**config.mk**
```make
export PLATFORM = sky130hd
export DESIGN_NAME = branch_cond_unit
export DESIGN_NICKNAME = d
export VERILOG_FILES = /design/src/rtl/cpu_pkg.sv /design/src/rtl/cond_eval.sv /design/src/rtl/branch_cond_unit.sv
export SDC_FILE = /design/constraint.sdc
export NUM_CORES = 1
export LEC_CHECK = 0
export CORE_ASPECT_RATIO = 1.5
export CORE_MARGIN = 3
export CORE_UTILIZATION = 40
export DETAILED_ROUTE_END_ITERATION = 16
export GPL_TIMING_DRIVEN = 0
export PLACE_DENSITY = 0.77
export SLEW_MARGIN = 5
export SYNTH_ARGS = -nofsm -noshare
export SYNTH_HDL_FRONTEND = slang
export SYNTH_SLANG_ARGS = --single-unit
```
**constraint.sdc**
```tcl
create_clock -name clk -period 3.8 [get_ports clk]
set_input_delay 0.57 -clock clk [delete_from_list [all_inputs] [get_ports clk]]
set_output_delay 0.57 -clock clk [all_outputs]
set_load 0.02 [all_outputs]
```
**src/rtl/cpu_pkg.sv**
```systemverilog
// rtl/cpu_pkg.sv - shared types and constants for the branch condition unit
// Condition-code encodings, the packed {n,z,c,v} flags type and the output-register states.
package cpu_pkg;

  localparam int DEFAULT_PC_W = 16;

  typedef enum logic [3:0] {
    COND_EQ = 4'h0,
    COND_NE = 4'h1,
    COND_LO = 4'h2,
    COND_HS = 4'h3,
    COND_MI = 4'h4,
    COND_PL = 4'h5,
    COND_VS = 4'h6,
    COND_VC = 4'h7,
    COND_HI = 4'h8,
    COND_LS = 4'h9,
    COND_GE = 4'hA,
    COND_LT = 4'hB,
    COND_GT = 4'hC,
    COND_LE = 4'hD,
    COND_AL = 4'hE,
    COND_NV = 4'hF
  } cond_e;

  typedef struct packed {
    logic n;
    logic z;
    logic c;
    logic v;
  } flags_t;

  typedef enum logic {
    ST_EMPTY = 1'b0,
    ST_FULL  = 1'b1
  } out_state_e;

endpackage

```
**src/rtl/cond_eval.sv**
```systemverilog
// rtl/cond_eval.sv - combinational branch condition evaluator
// Maps a flags word and a 4-bit condition code to a taken decision.
module cond_eval
  import cpu_pkg::*;
(
  input  flags_t     i_flags,
  input  logic [3:0] i_cond,
  output logic       o_taken
);

  logic w_n_ne_v;

  // C is carry/borrow: after SUB, C=1 means A<B unsigned, so LO is C and HI is !C&!Z.
  assign w_n_ne_v = i_flags.n ^ i_flags.v;

  always_comb begin
    o_taken = 1'b0;
    case (cond_e'(i_cond))
      COND_EQ: o_taken = i_flags.z;
      COND_NE: o_taken = !i_flags.z;
      COND_LO: o_taken = i_flags.c;
      COND_HS: o_taken = !i_flags.c;
      COND_MI: o_taken = i_flags.n;
      COND_PL: o_taken = !i_flags.n;
      COND_VS: o_taken = i_flags.v;
      COND_VC: o_taken = !i_flags.v;
      COND_HI: o_taken = !i_flags.c && !i_flags.z;
      COND_LS: o_taken = i_flags.c || i_flags.z;
      COND_GE: o_taken = !w_n_ne_v;
      COND_LT: o_taken = w_n_ne_v;
      COND_GT: o_taken = !i_flags.z && !w_n_ne_v;
      COND_LE: o_taken = i_flags.z || w_n_ne_v;
      COND_AL: o_taken = 1'b1;
      COND_NV: o_taken = 1'b0;
      default: o_taken = 1'b0;
    endcase
  end

endmodule

```
**src/rtl/branch_cond_unit.sv**
```systemverilog
// rtl/branch_cond_unit.sv - flags register, branch decision and next-PC with valid/ready output
// Optional BRANCH_SHADOW_FLAGS_EN adds flag_save/flag_restore and a 4-bit shadow flags register.
module branch_cond_unit
  import cpu_pkg::*;
#(
  parameter int PC_W = DEFAULT_PC_W
) (
  input  logic            clk,
  input  logic            rst,
  input  logic            flag_we,
  input  logic            n_in,
  input  logic            z_in,
  input  logic            c_in,
  input  logic            v_in,
  input  logic            ev_valid,
  output logic            ev_ready,
  input  logic [3:0]      cond,
  input  logic [PC_W-1:0] pc,
  input  logic [PC_W-1:0] offset,
  output logic            res_valid,
  input  logic            res_ready,
  output logic            taken,
  output logic [PC_W-1:0] target,
`ifdef BRANCH_SHADOW_FLAGS_EN
  input  logic            flag_save,
  input  logic            flag_restore,
`endif
  output logic [3:0]      flags_q
);

  out_state_e      r_state;
  out_state_e      w_state_nxt;
  flags_t          r_flags;
  flags_t          w_flags_in;
  flags_t          w_flags_wr;
  flags_t          w_flags_nxt;
  logic            w_accept;
  logic            w_load;
  logic            w_taken;
  logic [PC_W-1:0] w_target;
  logic [PC_W-1:0] r_target;
  logic            r_taken;

  assign w_flags_in = '{n: n_in, z: z_in, c: c_in, v: v_in};
  // Flag writes bypass into an evaluation accepted in the same cycle.
  assign w_flags_wr = flag_we ? w_flags_in : r_flags;

`ifdef BRANCH_SHADOW_FLAGS_EN
  flags_t r_shadow;

  // Restore wins over flag_we; save samples pre-restore flags so save+restore swaps.
  assign w_flags_nxt = flag_restore ? r_shadow : w_flags_wr;

  always_ff @(posedge clk) begin
    if (rst) begin
      r_shadow <= '0;
    end else if (flag_save) begin
      r_shadow <= w_flags_wr;
    end
  end
`else
  assign w_flags_nxt = w_flags_wr;
`endif

  always_ff @(posedge clk) begin
    if (rst) begin
      r_flags <= '0;
    end else begin
      r_flags <= w_flags_nxt;
    end
  end

  cond_eval u_cond_eval (
    .i_flags (w_flags_nxt),
    .i_cond  (cond),
    .o_taken (w_taken)
  );

  assign w_target = w_taken ? (pc + offset) : (pc + {{(PC_W-1){1'b0}}, 1'b1});

  assign res_valid = (r_state == ST_FULL);
  assign ev_ready  = !rst && (!res_valid || res_ready);
  assign w_accept  = ev_valid && ev_ready;

  always_comb begin
    w_state_nxt = r_state;
    w_load      = 1'b0;
    case (r_state)
      ST_EMPTY: begin
        if (w_accept) begin
          w_state_nxt = ST_FULL;
          w_load      = 1'b1;
        end
      end
      ST_FULL: begin
        if (w_accept) begin
          w_load = 1'b1;
        end else if (res_ready) begin
          w_state_nxt = ST_EMPTY;
        end
      end
      default: w_state_nxt = ST_EMPTY;
    endcase
  end

  always_ff @(posedge clk) begin
    if (rst) begin
      r_state <= ST_EMPTY;
    end else begin
      r_state <= w_state_nxt;
    end
  end

  // Result holds until replaced by a new acceptance, so it is stable under backpressure.
  always_ff @(posedge clk) begin
    if (rst) begin
      r_taken  <= 1'b0;
      r_target <= '0;
    end else if (w_load) begin
      r_taken  <= w_taken;
      r_target <= w_target;
    end
  end

  assign taken   = r_taken;
  assign target  = r_target;
  assign flags_q = r_flags;

endmodule
```
==> metrics.md <==
| Metric | Value |
|---|---|
| Status | finished clean |
| R2R depth | 17 |
| CP Launch Type | input pin |
| Filler cells | about 330 |
| CTS tree | yes |
| # H-tree levels | 1 |
| Antenna diodes | 0 |
| Initial Util | 0.418 |
| Synthesized flop and latch total | 22 |
| Clock skew | between 0.004 and 0.005 ns |
| Final Cycle Share | 0.956 |
| Worst skew pair latency | 0.26 ns |
| Clock tree buffer depth | 2 |
| DIE AREA | 0.00529 mm^2 |
| Via-to-Cell Ratio | ~5.4 |
| Worst Tran Pin Value | about 0.48 ns |
| Die X | roughly 60 um |
| Final WS setup | between 0.15 and 0.2 ns |
| Top-Level Pins | around 70 |
| Row cnt | 29 |
| TritonCTS buffer count | 3 |
| Critical path type | input pin to register |
| Layout cells sized above 1 | 0.220 |
| Crit Reg-Reg Endpoint | target[13] |
| CP top delay family | compound AO/OA/AOI/OAI gates |
| Syn Area/Cell | 8.30 um^2 |
| Mapped Cells | ~210 |
| CP Cell Sequence | clkdlybuf4s15_1 -> xor2_1 -> mux2i_2 -> xnor2_2 -> o221ai_2 -> a32oi_1 -> a21oi_2 -> buf_6 -> buf_4 -> and2_1 -> ha_2 -> or3_4 -> a31oi_4 -> nor4b_4 -> a311oi_2 -> buf_4 -> xor2_1 -> o21ai_1 |
| Total Wirelength | a little under 5000 um |
| Final setup violation count | 0 |
| Fmax | between 200 and 300 MHz |
| Most frequent cells after synthesis | 22 x dfxtp_1, 17 x nand3b_1, 15 x and2_1, 15 x ha_1, 14 x nand2_1 |
| Hold Startpoint | target[0] |
| Leading area contributor after synthesis | dfxtp_1 |
| DR WL/cell | 14.1 um |
| Asr flop ratio synth | 0 |
| Hold Path Sink | target[0] |
| Root Buffer | clkbuf_8 |
| DRT antenna net count | 0 |
| GR met2 Demand/Resource | 0.337 |
| Area fraction of the dominant cell type after synthesis | 0.248 |
| Pre-antenna DRT Iters | 4 |
| IO buf count | between 60 and 70 |
| Synth-to-Final Area Change | 64.2% |
| Final nets | around 370 |
| Initial antenna violation count | 0 |
| CTS sink count | 22 |
| Worst Hold Class | register to register |
| CP required | 3.94 ns |
| Largest net degree at the start of global routing | 14 |
| Total grt overflow | 0 |
| CP arrival | 3.77 ns |
| Die Y | ~90 um |
| Placeable Area | ~0.0042 mm^2 |
| Maxcap violations | 0 |
| Pins Over Slew Limit | 0 |
| Critical path's largest stage delay | about 0.40 ns |
| Max FO, Critical Path | 8 |
| GR Layer Usage met3 | 0.0147 |
| Depth of the worst hold-timing path | 2 |
| GPL Wtd Cong | between 0.8 and 0.9 |
| DRC errors left | 0 |
| Period minus WS final | approximately 3.6 ns |
| Pwr Density | between 300 and 400 mW/mm^2 |
| Vias in the first global route | around 1.8k |
| Final Total Pwr | slightly below 1 mW |
| Clock slew at reported path FFs | 0.08 ns |
| FF-to-FF Start | flags_q[3] |
| Pleak | approximately 1.2 nW |
| HPWL Detailed | roughly 3500 um |
| Global-route wire length before repair | between 7000 and 8000 um |
| Synthesized Nets | between 200 and 300 |
| Starting DRT DRC Count | 55 |
| GRT Resource Usage Total | 0.181 |
| Grt met1 use | 0.206 |
| CP bufs+invs | 4 |
| Routed vias | 1878 |
| Grt peak-use layer | met2 |
| Sequential share of the synthesized area | 0.248 |
| Setup crit end kind | register |
| Hold Vio Cnt, Final | 0 |
| Reg-to-reg slack, setup | 0.35 ns |
| Number of synthesized flops with an enable pin | 0 |
| Post-synthesis cell type count | 49 |
| Peak supply drop | ~0.00029 V |
| Most frequent cell after synthesis | dfxtp_1 |
| Most common flop cell mapped by yosys | dfxtp_1 |
| Synth area leaders | dfxtp_1 25%, ha_1 11%, nand3b_1 7.2%, and2_1 5.3%, xor2_1 4.4% |
| Finished Core Util | 0.687 |
| Rel. slew slack | 0.678 |
| Mapped cell area | between 0.0015 and 0.002 mm^2 |
| Worst path slowest cell | or3_4 |
| Ys Warns | 0 |
| Setup WS pre-CTS | -0.927 ns |
==> cell type report <==
type                    instances  area (um^2)  area share
flip-flops and latches         22          440       0.151
well taps                      46         57.6      0.0197
clock inverters                 1         30.0      0.0103
plain buffers                  10         66.3      0.0227
repair buffers                 86          812       0.279
inverters                       6         22.5     0.00773
clock buffers                   3         41.3      0.0142
multi-input cells             176         1450       0.496
==> repair_timing <==
action,in CTS,in global routing
cloned,0,0
hold buffers,0,0
endpoints found under the setup margin,8,8
resized for setup,25,22
hold endpoints to repair,0,0
pin swaps,21,19
buffers inserted,19,3
==> report_power, final <==
part | internal, mW | switching [mW] | total (mW)
clock | 0.141 | 0.0745 | 0.215
sequential | 0.259 | 0.0170 | 0.276
combinational | 0.265 | 0.230 | 0.495
==> cells by family (layout without fill, tap and decap cells) <==
logic type | count (synthesis) | count (layout) | share of synthesized area
buffers and inverters | 16 | 106 | 0.0423
flip-flops | 22 | 22 | 0.248
XOR/XNOR | 17 | 17 | 0.0839
AND/OR/NAND/NOR | 84 | 84 | 0.283
AO/OA/AOI/OAI | 54 | 54 | 0.195
adder cells (fa/ha/maj) | 16 | 16 | 0.117
multiplexers | 5 | 5 | 0.0310
==> sequential cells by signal (all words and copies together) (netlist names) <==
register and count:
target 16, flags_q 4, res_valid 1, taken 1
==> worst reg2reg max path, cell delays in order, from the launching register on <==
cell and delay (ns):
dfxtp_1 0.33, xor2_1 0.17, mux2i_2 0.27, xnor2_2 0.15, o221ai_2 0.13, a32oi_1 0.20, a21oi_2 0.08, buf_6 0.14
buf_4 0.15, and2_1 0.16, ha_2 0.19, or3_4 0.40, a31oi_4 0.17, nor4b_4 0.07, a311oi_2 0.32, buf_4 0.16
xor2_1 0.16, o21ai_1 0.07
==> worst max-delay path by stage <==
stage | from | to | slack, ns | cells after the start
4_1_cts | v_in | target[14] | 0.08 | 20
5_1_grt | n_in | target[14] | -0.02 | 20
3_3_place_gp | cond[2] | target[15] | -0.89 | 19
6_report | v_in | target[13] | 0.17 | 18
2_1_floorplan | flag_we | target[15] | 0.06 | 19
3_5_place_dp | cond[2] | target[15] | -0.93 | 19
==> cell usage in the layout, fill, tap and decap left out, drive strengths merged, types with 3 or more instances in the layout <==
master	n
dfxtp	22
a31o	3
o21ai	19
inv	6
a31oi	5
xor2	9
and2	15
a21o	3
nor3	4
a211oi	3
mux2i	4
nor2b	5
a21oi	10
nand3b	17
dlygate4sd2	3
clkbuf	9
nand2	15
xnor2	8
nand2b	3
nor2	14
buf	26
clkdlybuf4s50	58
ha	15
==> metal layers <==
metal  part of all wire  vias to the layer above  wire length (um)
met5                  0                        -                 0
met4              0.022                        0               107
met3              0.041                       10               201
met2               0.55                       53              2710
met1               0.39                      872              1910
li1                   -                      943                 -
==> through the flow <==
stage                     cells  instance area (um^2)  TNS [ns]  hold slack [ns]
after floorplan             214                  1780         0            0.544
after global placement      324                  2470     -5.06            0.462
after detailed placement    324                  2470     -5.42            0.463
after CTS                   347                  2760         0            0.478
after global routing        350                  2920   -0.0315            0.511
final                       350                  2920         0            0.481
Note: power is estimated with default switching activity, not from simulation.
